==> config.mk <==
export PLATFORM = sky130hd
export DESIGN_NAME = axi_refill_ctrl_flat
export DESIGN_NICKNAME = d
export VERILOG_FILES = /design/src/rtl/cache_axi_pkg.sv /design/src/rtl/axi_refill_ctrl_if.sv /design/src/rtl/refill_line_buf.sv /design/src/rtl/axi_refill_ctrl.sv /design/src/flat_wrapper.sv
export SDC_FILE = /design/constraint.sdc
export NUM_CORES = 1
export LEC_CHECK = 0
export BUFFER_PORTS_ARGS = -buffer_cell sky130_fd_sc_hd__buf_2
export CAP_MARGIN = 20
export CORE_AREA = 2 2 266 268
export CTS_CLUSTER_SIZE = 20
export DETAILED_ROUTE_END_ITERATION = 10
export DIE_AREA = 0 0 268 270
export SYNTH_ARGS = -nofsm -noshare
export SYNTH_HDL_FRONTEND = slang
export SYNTH_SLANG_ARGS = --single-unit
==> constraint.sdc <==
create_clock -name clk -period 38.1 [get_ports clk]
set_input_delay 11.43 -clock clk [delete_from_list [all_inputs] [get_ports clk]]
set_output_delay 11.43 -clock clk [all_outputs]
set_load 0.1 [all_outputs]
==> src/rtl/cache_axi_pkg.sv <==
// AXI read-channel constants and refill FSM states shared by the refill engines and the read merge.
package cache_axi_pkg;

    localparam logic [2:0] SIZE_4B     = 3'b010;
    localparam logic [1:0] BURST_INCR  = 2'b01;
    localparam logic [1:0] LOCK_NORMAL = 2'b00;
    localparam logic [3:0] CACHE_NONE  = 4'b0000;
    localparam logic [2:0] PROT_NONE   = 3'b000;

    typedef enum logic [1:0] {
        ST_IDLE = 2'd0,
        ST_AR   = 2'd1,
        ST_R    = 2'd2,
        ST_FILL = 2'd3
    } refill_state_e;

endpackage

==> src/rtl/axi_refill_ctrl_if.sv <==
// Miss request, AXI read address/data and line-refill signals of one cache refill engine.
interface axi_refill_ctrl_if #(
    parameter int unsigned LINE_WORDS = 16
);
    logic                      miss_req;
    logic [31:0]               miss_addr;
    logic                      miss_ack;
    logic                      busy;
    logic                      ren;
    logic [3:0]                arid;
    logic [31:0]               araddr;
    logic [7:0]                arlen;
    logic [2:0]                arsize;
    logic [1:0]                arburst;
    logic [1:0]                arlock;
    logic [3:0]                arcache;
    logic [2:0]                arprot;
    logic                      arvalid;
    logic                      arready;
    logic [31:0]               rdata;
    logic                      rlast;
    logic                      rvalid;
    logic                      refill_valid;
    logic                      refill_ready;
    logic [31:0]               refill_addr;
    logic [32*LINE_WORDS-1:0]  refill_data;
    logic                      refill_err;

    // Refill engine side
    modport master (
        input  miss_req, miss_addr, arready, rdata, rlast, rvalid, refill_ready,
        output miss_ack, busy, ren, arid, araddr, arlen, arsize, arburst, arlock,
               arcache, arprot, arvalid, refill_valid, refill_addr, refill_data, refill_err
    );

    // Cache / merge side
    modport slave (
        output miss_req, miss_addr, arready, rdata, rlast, rvalid, refill_ready,
        input  miss_ack, busy, ren, arid, araddr, arlen, arsize, arburst, arlock,
               arcache, arprot, arvalid, refill_valid, refill_addr, refill_data, refill_err
    );

endinterface

==> src/rtl/refill_line_buf.sv <==
// LINE_WORDS x 32 line buffer: single write port, whole line read as a flat bus.
module refill_line_buf #(
    parameter int unsigned WORDS = 16,
    parameter int unsigned IDX_W = $clog2(WORDS)
) (
    input  logic                  clk,
    input  logic                  reset,
    input  logic                  we,
    input  logic [IDX_W-1:0]      widx,
    input  logic [31:0]           wdata,
    output logic [32*WORDS-1:0]   rdata_flat
);

    logic [WORDS-1:0][31:0] mem_q;

    always_ff @(posedge clk or posedge reset) begin
        if (reset) begin
            mem_q <= '0;
        end else if (we) begin
            mem_q[widx] <= wdata;
        end
    end

    assign rdata_flat = mem_q;

endmodule

==> src/rtl/axi_refill_ctrl.sv <==
// Cache line-refill engine: one aligned INCR read burst per miss, line presented in a single handshake.
module axi_refill_ctrl
    import cache_axi_pkg::*;
#(
    parameter int unsigned LINE_WORDS = 16,
    parameter logic [3:0]  ARID       = 4'h0
) (
    input  logic             clk,
    input  logic             reset,
    axi_refill_ctrl_if.master bus
);

    localparam int unsigned   OFF_W   = $clog2(LINE_WORDS * 4);
    localparam int unsigned   CNT_W   = $clog2(LINE_WORDS);
    localparam logic [CNT_W-1:0] CNT_MAX = CNT_W'(LINE_WORDS - 1);
    localparam logic [31:0]   OFF_MASK = 32'((1 << OFF_W) - 1);

    refill_state_e     state_q, state_d;
    logic              ack_q, ack_d;
    logic              arvalid_q, arvalid_d;
    logic              ren_q, ren_d;
    logic              busy_q, busy_d;
    logic              refill_valid_q, refill_valid_d;
    logic [31:0]       line_addr_q;
    logic [CNT_W-1:0]  cnt_q;
    logic              full_q;
    logic              err_q;
    logic              beat_we;
    logic              fill_done;

    // State and registered FSM outputs
    always_ff @(posedge clk or posedge reset) begin
        if (reset) begin
            state_q        <= ST_IDLE;
            ack_q          <= 1'b0;
            arvalid_q      <= 1'b0;
            ren_q          <= 1'b0;
            busy_q         <= 1'b0;
            refill_valid_q <= 1'b0;
        end else begin
            state_q        <= state_d;
            ack_q          <= ack_d;
            arvalid_q      <= arvalid_d;
            ren_q          <= ren_d;
            busy_q         <= busy_d;
            refill_valid_q <= refill_valid_d;
        end
    end

    always_comb begin
        state_d = state_q;
        unique case (state_q)
            ST_IDLE: if (bus.miss_req)                state_d = ST_AR;
            ST_AR:   if (bus.arready)                 state_d = ST_R;
            ST_R:    if (bus.rvalid && bus.rlast)     state_d = ST_FILL;
            ST_FILL: if (bus.refill_ready)            state_d = ST_IDLE;
            default:                                  state_d = ST_IDLE;
        endcase
    end

    // Outputs decoded from the next state so the flops line up with the state register
    always_comb begin
        ack_d          = 1'b0;
        arvalid_d      = 1'b0;
        ren_d          = 1'b0;
        busy_d         = 1'b0;
        refill_valid_d = 1'b0;
        ack_d          = (state_q == ST_IDLE) && bus.miss_req;
        arvalid_d      = (state_d == ST_AR);
        ren_d          = (state_d == ST_AR) || (state_d == ST_R);
        busy_d         = (state_d != ST_IDLE);
        refill_valid_d = (state_d == ST_FILL);
    end

    // full_q marks the last slot written; later beats are dropped until rlast
    assign beat_we   = (state_q == ST_R) && bus.rvalid && !full_q;
    assign fill_done = (state_q == ST_FILL) && bus.refill_ready;

    always_ff @(posedge clk or posedge reset) begin
        if (reset) begin
            line_addr_q <= '0;
            cnt_q       <= '0;
            full_q      <= 1'b0;
            err_q       <= 1'b0;
        end else begin
            if ((state_q == ST_IDLE) && bus.miss_req) begin
                line_addr_q <= bus.miss_addr & ~OFF_MASK;
            end
            if (fill_done) begin
                cnt_q  <= '0;
                full_q <= 1'b0;
                err_q  <= 1'b0;
            end else if (beat_we) begin
                if (cnt_q == CNT_MAX) begin
                    full_q <= 1'b1;
                    if (!bus.rlast) err_q <= 1'b1;
                end else begin
                    cnt_q <= cnt_q + CNT_W'(1);
                    if (bus.rlast) err_q <= 1'b1;
                end
            end
        end
    end

    refill_line_buf #(
        .WORDS (LINE_WORDS),
        .IDX_W (CNT_W)
    ) u_line_buf (
        .clk        (clk),
        .reset      (reset),
        .we         (beat_we),
        .widx       (cnt_q),
        .wdata      (bus.rdata),
        .rdata_flat (bus.refill_data)
    );

    assign bus.miss_ack     = ack_q;
    assign bus.busy         = busy_q;
    assign bus.ren          = ren_q;
    assign bus.arvalid      = arvalid_q;
    assign bus.refill_valid = refill_valid_q;
    assign bus.araddr       = line_addr_q;
    assign bus.refill_addr  = line_addr_q;
    assign bus.refill_err   = err_q;
    assign bus.arid         = ARID;
    assign bus.arlen        = 8'(LINE_WORDS - 1);
    assign bus.arsize       = SIZE_4B;
    assign bus.arburst      = BURST_INCR;
    assign bus.arlock       = LOCK_NORMAL;
    assign bus.arcache      = CACHE_NONE;
    assign bus.arprot       = PROT_NONE;

endmodule

==> src/flat_wrapper.sv <==
// flat-port wrapper written by rule: the top's interface ports become plain ports
module axi_refill_ctrl_flat import cache_axi_pkg::*;
#(
    parameter int unsigned LINE_WORDS = 16,
    parameter logic [3:0]  ARID       = 4'h0
)
  (clk, reset, bus_miss_req, bus_miss_addr, bus_arready, bus_rdata, bus_rlast, bus_rvalid, bus_refill_ready, bus_miss_ack, bus_busy, bus_ren, bus_arid, bus_araddr, bus_arlen, bus_arsize, bus_arburst, bus_arlock, bus_arcache, bus_arprot, bus_arvalid, bus_refill_valid, bus_refill_addr, bus_refill_data, bus_refill_err);
  axi_refill_ctrl_if #(.LINE_WORDS(LINE_WORDS)) bus_i ();
  input  logic clk;
  input  logic reset;
  input wire logic [$bits(bus_i.miss_req)-1:0] bus_miss_req;
  input wire logic [$bits(bus_i.miss_addr)-1:0] bus_miss_addr;
  input wire logic [$bits(bus_i.arready)-1:0] bus_arready;
  input wire logic [$bits(bus_i.rdata)-1:0] bus_rdata;
  input wire logic [$bits(bus_i.rlast)-1:0] bus_rlast;
  input wire logic [$bits(bus_i.rvalid)-1:0] bus_rvalid;
  input wire logic [$bits(bus_i.refill_ready)-1:0] bus_refill_ready;
  output wire logic [$bits(bus_i.miss_ack)-1:0] bus_miss_ack;
  output wire logic [$bits(bus_i.busy)-1:0] bus_busy;
  output wire logic [$bits(bus_i.ren)-1:0] bus_ren;
  output wire logic [$bits(bus_i.arid)-1:0] bus_arid;
  output wire logic [$bits(bus_i.araddr)-1:0] bus_araddr;
  output wire logic [$bits(bus_i.arlen)-1:0] bus_arlen;
  output wire logic [$bits(bus_i.arsize)-1:0] bus_arsize;
  output wire logic [$bits(bus_i.arburst)-1:0] bus_arburst;
  output wire logic [$bits(bus_i.arlock)-1:0] bus_arlock;
  output wire logic [$bits(bus_i.arcache)-1:0] bus_arcache;
  output wire logic [$bits(bus_i.arprot)-1:0] bus_arprot;
  output wire logic [$bits(bus_i.arvalid)-1:0] bus_arvalid;
  output wire logic [$bits(bus_i.refill_valid)-1:0] bus_refill_valid;
  output wire logic [$bits(bus_i.refill_addr)-1:0] bus_refill_addr;
  output wire logic [$bits(bus_i.refill_data)-1:0] bus_refill_data;
  output wire logic [$bits(bus_i.refill_err)-1:0] bus_refill_err;
  assign bus_i.miss_req = bus_miss_req;
  assign bus_i.miss_addr = bus_miss_addr;
  assign bus_i.arready = bus_arready;
  assign bus_i.rdata = bus_rdata;
  assign bus_i.rlast = bus_rlast;
  assign bus_i.rvalid = bus_rvalid;
  assign bus_i.refill_ready = bus_refill_ready;
  assign bus_miss_ack = bus_i.miss_ack;
  assign bus_busy = bus_i.busy;
  assign bus_ren = bus_i.ren;
  assign bus_arid = bus_i.arid;
  assign bus_araddr = bus_i.araddr;
  assign bus_arlen = bus_i.arlen;
  assign bus_arsize = bus_i.arsize;
  assign bus_arburst = bus_i.arburst;
  assign bus_arlock = bus_i.arlock;
  assign bus_arcache = bus_i.arcache;
  assign bus_arprot = bus_i.arprot;
  assign bus_arvalid = bus_i.arvalid;
  assign bus_refill_valid = bus_i.refill_valid;
  assign bus_refill_addr = bus_i.refill_addr;
  assign bus_refill_data = bus_i.refill_data;
  assign bus_refill_err = bus_i.refill_err;
  axi_refill_ctrl #(.LINE_WORDS(LINE_WORDS), .ARID(ARID)) u_core (.clk(clk), .reset(reset), .bus(bus_i));
endmodule
==> results of run 1 <==
## through the flow
step                      instance area [µm²]  util (%)  hold WS (ps)  setup WS (ps)  std cells
after floorplan                         21500         -           457          11260       1340
after global placement                  25000      36.0           469          23550       2782
after detailed placement                25000      36.0           477          23450       2782
after CTS                               27000      38.8           489          24100       2891
after global routing                    27000      38.8           495          23740       2892
final                                   27000      38.8           484          24300       2894
## registers in the layout (all words and copies together), names as in the netlist
name and flops:
u_core.bus.ren 1, u_core.cnt_q 4, u_core.state_q 2, u_core.bus.araddr 26, u_core.bus.arvalid 1, u_core.bus.busy 1, u_core.bus.refill_err 1, u_core.full_q 1
u_core.bus.refill_valid 1, u_core.u_line_buf.rdata_flat 512, u_core.bus.miss_ack 1
## logic make-up after synthesis
group | count (synthesis) | share of synthesized area [%]
adder cells (fa/ha/maj) | 7 | 0.410
buffers and inverters | 158 | 4.72
flip-flops | 551 | 64.6
other | 2 | 0.0352
AO/OA/AOI/OAI | 10 | 0.311
multiplexers | 541 | 28.5
AND/OR/NAND/NOR | 35 | 1.39
## worst max path at each step
| stage | startpoint | end | slack, ps | cells after the start |
|---|---|---|---|---|
| 4_1_cts | reset | u_core.u_line_buf.rdata_flat[310]$_DFFE_PP0P_ | 24100 | 5 |
| 6_report | reset | u_core.u_line_buf.rdata_flat[406]$_DFFE_PP0P_ | 24300 | 5 |
| 5_1_grt | reset | u_core.u_line_buf.rdata_flat[19]$_DFFE_PP0P_ | 23740 | 5 |
| 2_1_floorplan | reset | u_core.bus.araddr[10]$_DFFE_PP0P_ | 11260 | 1 |
| 3_3_place_gp | reset | u_core.u_line_buf.rdata_flat[341]$_DFFE_PP0P_ | 23550 | 5 |
| 3_5_place_dp | reset | u_core.u_line_buf.rdata_flat[316]$_DFFE_PP0P_ | 23450 | 5 |
## routing by layer
layer  global-route usage [%]  vias up  wire length, µm  part of all wire, %
met1                     21.1     6841            25900                   41
met5                        0        -                0                    0
met3                     4.08      101             3780                  6.0
met4                     5.73        0             1980                  3.1
met2                     29.5      411            31500                   50
li1                         -     5676                -                    -
## cell usage after synthesis (all sizes together), types with 2 or more instances
library cell | number | share of area, %
dfrtp | 551 | 65
mux2 | 539 | 28
buf | 120 | 4.1
clkbuf | 33 | 0.58
nand3 | 14 | 0.59
ha | 7 | 0.41
inv | 5 | 0.088
nand2 | 4 | 0.070
a21oi | 3 | 0.070
nand4 | 3 | 0.30
nor2 | 3 | 0.053
and3 | 2 | 0.059
conb | 2 | 0.035
mux2i | 2 | 0.094
nor3 | 2 | 0.047
nor3b | 2 | 0.070
o21ai | 2 | 0.047
## final cells by class
class	instances	area, µm²
diodes	3	7.51
clock buffers	88	1710
clock inverters	21	254
fillers	6638	42600
inverters	5	26.3
multi-input cells	631	6700
flip-flops and latches	551	13800
well taps	940	1180
repair buffers	655	3330
## worst register-to-register path, cell delays in order (launching register included)
cell      delay, ps
dfrtp_1         460
and4bb_4        600
nand4_4         820
mux2_1          660
==> impl_metrics.py, run 1 <==
metrics = {
    "grt": {
        "antenna_found_initial": 1,
        "grt_pass1_wl_um": 93200,
        "grt_pass1_vias": 13900,
        "grt_max_degree": 116,
        "grt_overflow_total": 0,
        "track_usage_pct": 17.2,
    },
    "setup_path": {
        "max_stage_delay_ps": 810,
        "crit_fanout": 115,
        "r2r_start": "u_core.state_q[0]$_DFF_PP0_",
        "end_kind": "asynchronous set/reset pin",
        "ff2ff_path_depth": 3,
        "path_buf_inv": 5,
        "slowest_stage": "buf_4",
        "cp-start-kind": "primary input",
        "cp_cell_sequence": "buf_2 -> inv_8 -> buf_4 -> buf_4 -> buf_4",
        "cpLargestDelayFamily": "buffers and inverters",
        "reg2reg_slack_ps": 35440,
        "crit_type": "in2async",
        "crit_path_frequent_cell": "buf_4",
        "r2r_end": "u_core.u_line_buf.rdata_flat[470]$_DFFE_PP0P_",
        "crit_arrival_ps": 14470,
        "cp.required_ps": 38770,
    },
    "min_path": {
        "hold_end": "u_core.u_line_buf.rdata_flat[100]$_DFFE_PP0P_",
        "min_path_cells": 1,
        "hold_class": "reg2reg",
        "min-delay-start": "u_core.u_line_buf.rdata_flat[100]$_DFFE_PP0P_",
    },
    "routing": {
        "finalWirelength_um": 63100,
        "drt_pass1_iterations": 4,
        "drt-initial-drc-count": 495,
        "num_vias": 13000,
        "wl_per_cell_um": 21.8,
        "ant_nets": 0,
        "drc": 0,
        "via_per_inst": 4.50,
    },
    "flow_run": {
        "cap_violations": 0,
    },
    "cts": {
        "cts_tree": "yes",
        "htreeDepth": 2,
        "cts.repair.resized": 0,
        "cts-root-buf": "clkbuf_16",
        "cts_setup_buffers": 0,
        "cts_hold_buf": 0,
        "clockBufferDepth": 3,
        "path_clk_slew_ps": 60,
        "clk_latency_ps": 610,
        "cts_buffers": 59,
        "cts.sinks": 551,
    },
    "sta": {
        "period_share_pct": 36.2,
        "fmax_mhz": 72.5,
        "finalSetupViolCount": 0,
        "hold_violations": 0,
        "rsz0062_at_grt": "no",
        "fin_crit_ps": 13800,
        "timing.slew.headroom_pct": 33.6,
        "fin_skew_ps": 22.9,
        "tns_ps": 0,
        "drv_slew": 0,
        "tightest_slew_ps": 994,
    },
    "yosys": {
        "synth_cell_types": 33,
        "synth_warnings": 0,
        "ys.flop_type": "dfrtp_1",
        "synth_edf_count": 0,
        "ys_seq_elements": 551,
        "ys_seq_area_share_pct": 64.6,
        "syn_inst": 1304,
        "synth_area_mm2": 0.0213,
        "synthArstFlopShare_pct": 100,
        "syn_avg_cell_area_um2": 16.4,
    },
    "cells_and_area": {
        "synthToLayoutAreaGrowth_pct": 26.4,
        "final_cell_mix": "buf_2 (634), dfrtp_1 (551), mux2_2 (507)",
        "final_common_cell": "buf_2",
        "nets": 1981,
        "drive_gt1_share_pct": 65.4,
    },
    "floorplanning": {
        "start_util_pct": 30.7,
        "die_x_um": 268,
        "num_rows": 97,
        "core_mm2": 0.0695,
        "die_h_um": 270,
        "io_pins": 679,
        "dieArea_mm2": 0.0724,
    },
    "placed_design": {
        "io_buffers": 634,
        "routabilityCongestion": 0.758,
        "dp_hpwl_um": 43400,
    },
    "outcome": {
        "status": "finished, final reports clean",
    },
}
Power of run 1 is left out: the tool's default activity adds up to more than one toggle a clock period on the data nets, which glitch-free logic cannot reach.
==> run 2, diff against run 1 <==
==> constraint.sdc (replaced) <==
create_clock -name clk -period 11.95 [get_ports clk]
set_input_delay 3.585 -clock clk [delete_from_list [all_inputs] [get_ports clk]]
set_output_delay 3.585 -clock clk [all_outputs]
set_load 0.1 [all_outputs]
==> run 2 against run 1 <==
  * Non-clock buffer count decreased by 1
  * Register-to-register slack lost 26000 ps
  * Hold slack improved by 3.3 ps
  * First-iteration DRC count increased by 2.4%
  * Clock skew decreased by 1.7 ps
  * Critical path depth stayed put
  * Final cell count decreased by 0.10%
  * Largest cell class unchanged
==> impl_metrics.py, run 2 (synthesis gave the netlist of run 1 again) <==
metrics = {
    "sta": {
        "fin_skew_ps": 21.2,
        "tightest_slew_ps": 991,
        "fmax_mhz": 193,
        "hold_violations": 0,
        "period_share_pct": 43.4,
        "rsz0062_at_grt": "no",
        "fin_crit_ps": 5190,
        "timing.slew.headroom_pct": 34.0,
        "tns_ps": 0,
        "drv_slew": 0,
        "finalSetupViolCount": 0,
    },
    "cells_and_area": {
        "instances_no_fill": 2891,
        "synthToLayoutAreaGrowth_pct": 26.9,
        "largest_reg_flops": 512,
        "register_area_mm2": 0.0138,
        "nets": 1981,
        "final_cell_mix": "buf_2 (634), dfrtp_1 (551), mux2_2 (507)",
        "final_common_cell": "buf_2",
        "diodes": 0,
        "drive_gt1_share_pct": 65.4,
        "num-fill-cells": 6608,
        "multi_input_area_mm2": 0.00670,
    },
    "placed_design": {
        "placed_cells": 2780,
        "dp_hpwl_um": 43200,
        "routabilityCongestion": 0.755,
        "io_buffers": 634,
    },
    "floorplanning": {
        "io_pins": 679,
        "die_h_um": 270,
        "num_rows": 97,
        "core_mm2": 0.0695,
        "dieArea_mm2": 0.0724,
        "start_util_pct": 30.7,
        "die_x_um": 268,
    },
    "cts": {
        "clockBufferDepth": 3,
        "cts-root-buf": "clkbuf_16",
        "cts_tree": "yes",
        "cts_setup_buffers": 0,
        "cts_buffers": 60,
        "clk_latency_ps": 610,
        "cts.repair.resized": 0,
        "cts_hold_buf": 0,
        "cts.sinks": 551,
        "htreeDepth": 2,
        "path_clk_slew_ps": 60,
    },
    "routing": {
        "finalWirelength_um": 62800,
        "drc": 0,
        "num_vias": 13000,
        "via_per_inst": 4.48,
        "drt_pass1_iterations": 4,
        "ant_nets": 0,
        "wl_per_cell_um": 21.7,
        "drt-initial-drc-count": 507,
    },
    "grt": {
        "antenna_found_initial": 2,
        "grt_pass1_vias": 13900,
        "track_usage_pct": 17.0,
        "grt_pass1_wl_um": 92400,
        "grt_overflow_total": 0,
        "grt_max_degree": 169,
    },
    "setup_path": {
        "slowest_stage": "nand3_2",
        "crit_arrival_ps": 5670,
        "path_buf_inv": 2,
        "cp.required_ps": 12440,
        "max_stage_delay_ps": 610,
        "cp_cell_sequence": "buf_2 -> and4bb_4 -> nand3_2 -> buf_4 -> mux2_2",
        "crit_type": "in2reg",
        "crit_fanout": 21,
        "end_kind": "flip-flop",
        "cpLargestDelayFamily": "simple AND/OR/NAND/NOR gates",
        "cp-start-kind": "primary input",
    },
    "outcome": {
        "status": "finished, final reports clean",
    },
    "min_path": {
        "hold_class": "reg2reg",
    },
    "flow_run": {
        "cap_violations": 0,
    },
}
-- run 2: final timing paths --
path	cells past startpoint	slack, ps	from	to
worst max-delay path	5	6760	bus_rvalid	u_core.u_line_buf.rdata_flat[28]$_DFFE_PP0P_
worst min register to register	1	490	u_core.u_line_buf.rdata_flat[318]$_DFFE_PP0P_	u_core.u_line_buf.rdata_flat[318]$_DFFE_PP0P_
max in group asynchronous	4	6870	reset	u_core.u_line_buf.rdata_flat[69]$_DFFE_PP0P_
min in group asynchronous	2	3050	reset	u_core.u_line_buf.rdata_flat[252]$_DFFE_PP0P_
worst min-delay path	1	490	u_core.u_line_buf.rdata_flat[318]$_DFFE_PP0P_	u_core.u_line_buf.rdata_flat[318]$_DFFE_PP0P_
worst max register to register	4	9280	u_core.state_q[0]$_DFF_PP0_	u_core.u_line_buf.rdata_flat[28]$_DFFE_PP0P_
-- run 2: layout make-up --
type                    instances  share of cell area [%]
flip-flops and latches        551                    50.9
multi-input cells             631                    24.7
repair buffers                654                    12.5
clock buffers                  91                    6.57
well taps                     940                    4.34
clock inverters                19                   0.951
inverters                       5                  0.0831
-- run 2: metal layers --
layer / global-route usage (%) / vias to the layer above / routed length, µm
li1: - / 5660 / -
met1: 20.5 / 6768 / 25100
met2: 29.7 / 415 / 31900
met3: 3.93 / 109 / 3700
met4: 6.15 / 0 / 2080
met5: 0 / - / 0
-- run 2: worst register-to-register path: cells and delay by family, from the launching register on --
kind	cells	cell delay, ps
simple gates	2	1230
buf+inv	1	510
flops	1	450
mux	1	360
-- run 2: per-stage QoR --
step | worst slack (ps) | util [%] | hold slack, ps | instance area [µm²]
2_1_floorplan | 867 | - | 457 | 21500
3_3_place_gp | 6060 | 36.0 | 468 | 25000
3_5_place_dp | 5990 | 36.0 | 476 | 25000
4_1_cts | 6650 | 38.9 | 490 | 27100
5_1_grt | 6550 | 39.0 | 502 | 27100
6_report | 6760 | 39.0 | 487 | 27100
Power of run 2 is left out for the same reason.
==> run 3, diff against run 2 <==
==> constraint.sdc (replaced) <==
create_clock -name clk -period 4.19 [get_ports clk]
set_input_delay 1.257 -clock clk [delete_from_list [all_inputs] [get_ports clk]]
set_output_delay 1.257 -clock clk [all_outputs]
set_load 0.1 [all_outputs]
==> run 3 against run 2 <==
  * Routed wire length rose by 1.5%
  * Clock skew fell by 1.5 ps
  * Critical path depth fell by 1
  * Setup slack got worse by 5300 ps
  * Cell area rose by 0.52%
  * Sequential share of layout area fell by 0.26 points
  * Die area did not move
  * Global-route usage rose by 0.24 points
  * Clock-buffer cell count fell by 6
  * Via count rose by 1.6%
  * Hold slack got worse by 1.0 ps
  * Critical endpoint is now u_core.u_line_buf.rdata_flat[468]$_DFFE_PP0P_
==> impl_metrics.py, run 3 (synthesis gave the netlist of run 1 again) <==
metrics = {
    "cells_and_area": {
        "diodes": 0,
        "register_area_mm2": 0.0138,
        "nets": 1999,
        "largest_reg_flops": 512,
        "multi_input_area_mm2": 0.00670,
        "drive_gt1_share_pct": 65.9,
        "final_cell_mix": "buf_2 (634), dfrtp_1 (551), mux2_2 (507)",
        "num-fill-cells": 6594,
        "synthToLayoutAreaGrowth_pct": 27.6,
        "final_common_cell": "buf_2",
    },
    "sta": {
        "fin_crit_ps": 2760,
        "finalSetupViolCount": 0,
        "tightest_slew_ps": 905,
        "drv_slew": 0,
        "rsz0062_at_grt": "no",
        "fmax_mhz": 363,
        "timing.slew.headroom_pct": 39.6,
        "hold_violations": 0,
        "whs_ps": 486,
        "fin_skew_ps": 19.7,
        "period_share_pct": 65.8,
    },
    "placed_design": {
        "dp_hpwl_um": 45100,
        "routabilityCongestion": 0.784,
        "io_buffers": 634,
    },
    "routing": {
        "drt-initial-drc-count": 431,
        "drt_pass1_iterations": 4,
        "via_per_inst": 4.53,
        "wl_per_cell_um": 21.9,
        "ant_nets": 0,
        "num_vias": 13200,
        "drc": 0,
        "finalWirelength_um": 63800,
    },
    "cts": {
        "cts_setup_buffers": 0,
        "cts.sinks": 551,
        "htreeDepth": 2,
        "path_clk_slew_ps": 60,
        "cts-root-buf": "clkbuf_16",
        "cts_buffers": 57,
        "cts_hold_buf": 0,
        "clk_latency_ps": 600,
        "cts_tree": "yes",
        "cts.repair.resized": 0,
        "clockBufferDepth": 3,
    },
    "floorplanning": {
        "num_rows": 97,
        "core_mm2": 0.0695,
        "dieArea_mm2": 0.0724,
        "io_pins": 679,
        "start_util_pct": 30.7,
        "die_x_um": 268,
        "die_h_um": 270,
    },
    "grt": {
        "grt_max_degree": 91,
        "grt_pass1_wl_um": 93300,
        "antenna_found_initial": 1,
        "track_usage_pct": 17.3,
        "grt_pass1_vias": 14000,
        "grt_overflow_total": 0,
    },
    "outcome": {
        "status": "finished, final reports clean",
    },
    "setup_path": {
        "cp_cell_sequence": "buf_2 -> and4bb_4 -> nand4_4 -> mux2_1",
        "slowest_stage": "nand4_4",
        "max_stage_delay_ps": 740,
        "crit_fanout": 32,
        "crit_type": "in2reg",
        "cp-start-kind": "primary input",
        "cp.required_ps": 4660,
        "crit_arrival_ps": 3220,
        "end_kind": "flip-flop",
        "path_buf_inv": 1,
        "cpLargestDelayFamily": "simple AND/OR/NAND/NOR gates",
    },
    "flow_run": {
        "cap_violations": 0,
    },
    "min_path": {
        "hold_class": "reg2reg",
    },
}
-- run 3: worst paths after layout --
check / to / slack (ps) / from / depth (start not counted)
worst max-delay path: u_core.u_line_buf.rdata_flat[468]$_DFFE_PP0P_ / 1430 / bus_rvalid / 4
worst min-delay path: u_core.u_line_buf.rdata_flat[208]$_DFFE_PP0P_ / 490 / u_core.u_line_buf.rdata_flat[208]$_DFFE_PP0P_ / 1
worst max register to register: u_core.u_line_buf.rdata_flat[468]$_DFFE_PP0P_ / 1620 / u_core.state_q[0]$_DFF_PP0_ / 3
worst min register to register: u_core.u_line_buf.rdata_flat[208]$_DFFE_PP0P_ / 490 / u_core.u_line_buf.rdata_flat[208]$_DFFE_PP0P_ / 1
max in group asynchronous: u_core.u_line_buf.rdata_flat[87]$_DFFE_PP0P_ / 2500 / reset / 3
min in group asynchronous: u_core.u_line_buf.rdata_flat[445]$_DFFE_PP0P_ / 770 / reset / 2
-- run 3: metal layers --
metal | track usage (%) | vias up | wire [µm] | share of wire [%]
met5 | 0 | - | 0 | 0
met4 | 5.95 | 0 | 2110 | 3.3
met3 | 4.20 | 105 | 3610 | 5.7
met2 | 30.2 | 412 | 32500 | 51
met1 | 20.7 | 6938 | 25600 | 40
li1 | - | 5701 | - | -
-- run 3: final cells by class --
| type | instances | area share [%] |
|---|---|---|
| timing repair buffer | 675 | 13.3 |
| inverter | 5 | 0.0827 |
| clock buffer | 85 | 6.33 |
| tap | 940 | 4.32 |
| sequential | 551 | 50.6 |
| clock inverter | 20 | 0.795 |
| multi-input combinational | 631 | 24.6 |
-- run 3: through the flow --
stage | instance area, µm² | setup TNS (ps) | utilization (%) | cells | worst slack (ps)
final | 27200 | 0 | 39.2 | 2907 | 1430
after global routing | 27200 | 0 | 39.2 | 2907 | 1340
after CTS | 27200 | 0 | 39.2 | 2907 | 1410
after detailed placement | 25300 | 0 | 36.4 | 2802 | 768
after global placement | 25300 | 0 | 36.4 | 2802 | 798
after floorplan | 21500 | -2515230 | - | 1340 | -4560
-- run 3: worst register-to-register path, delay by kind of cell, from the launching register on --
| family | cells | cell delay, ps |
|---|---|---|
| DFF | 1 | 460 |
| and+or+nand+nor | 2 | 1370 |
| muxes | 1 | 620 |
Power of run 3 is left out for the same reason.
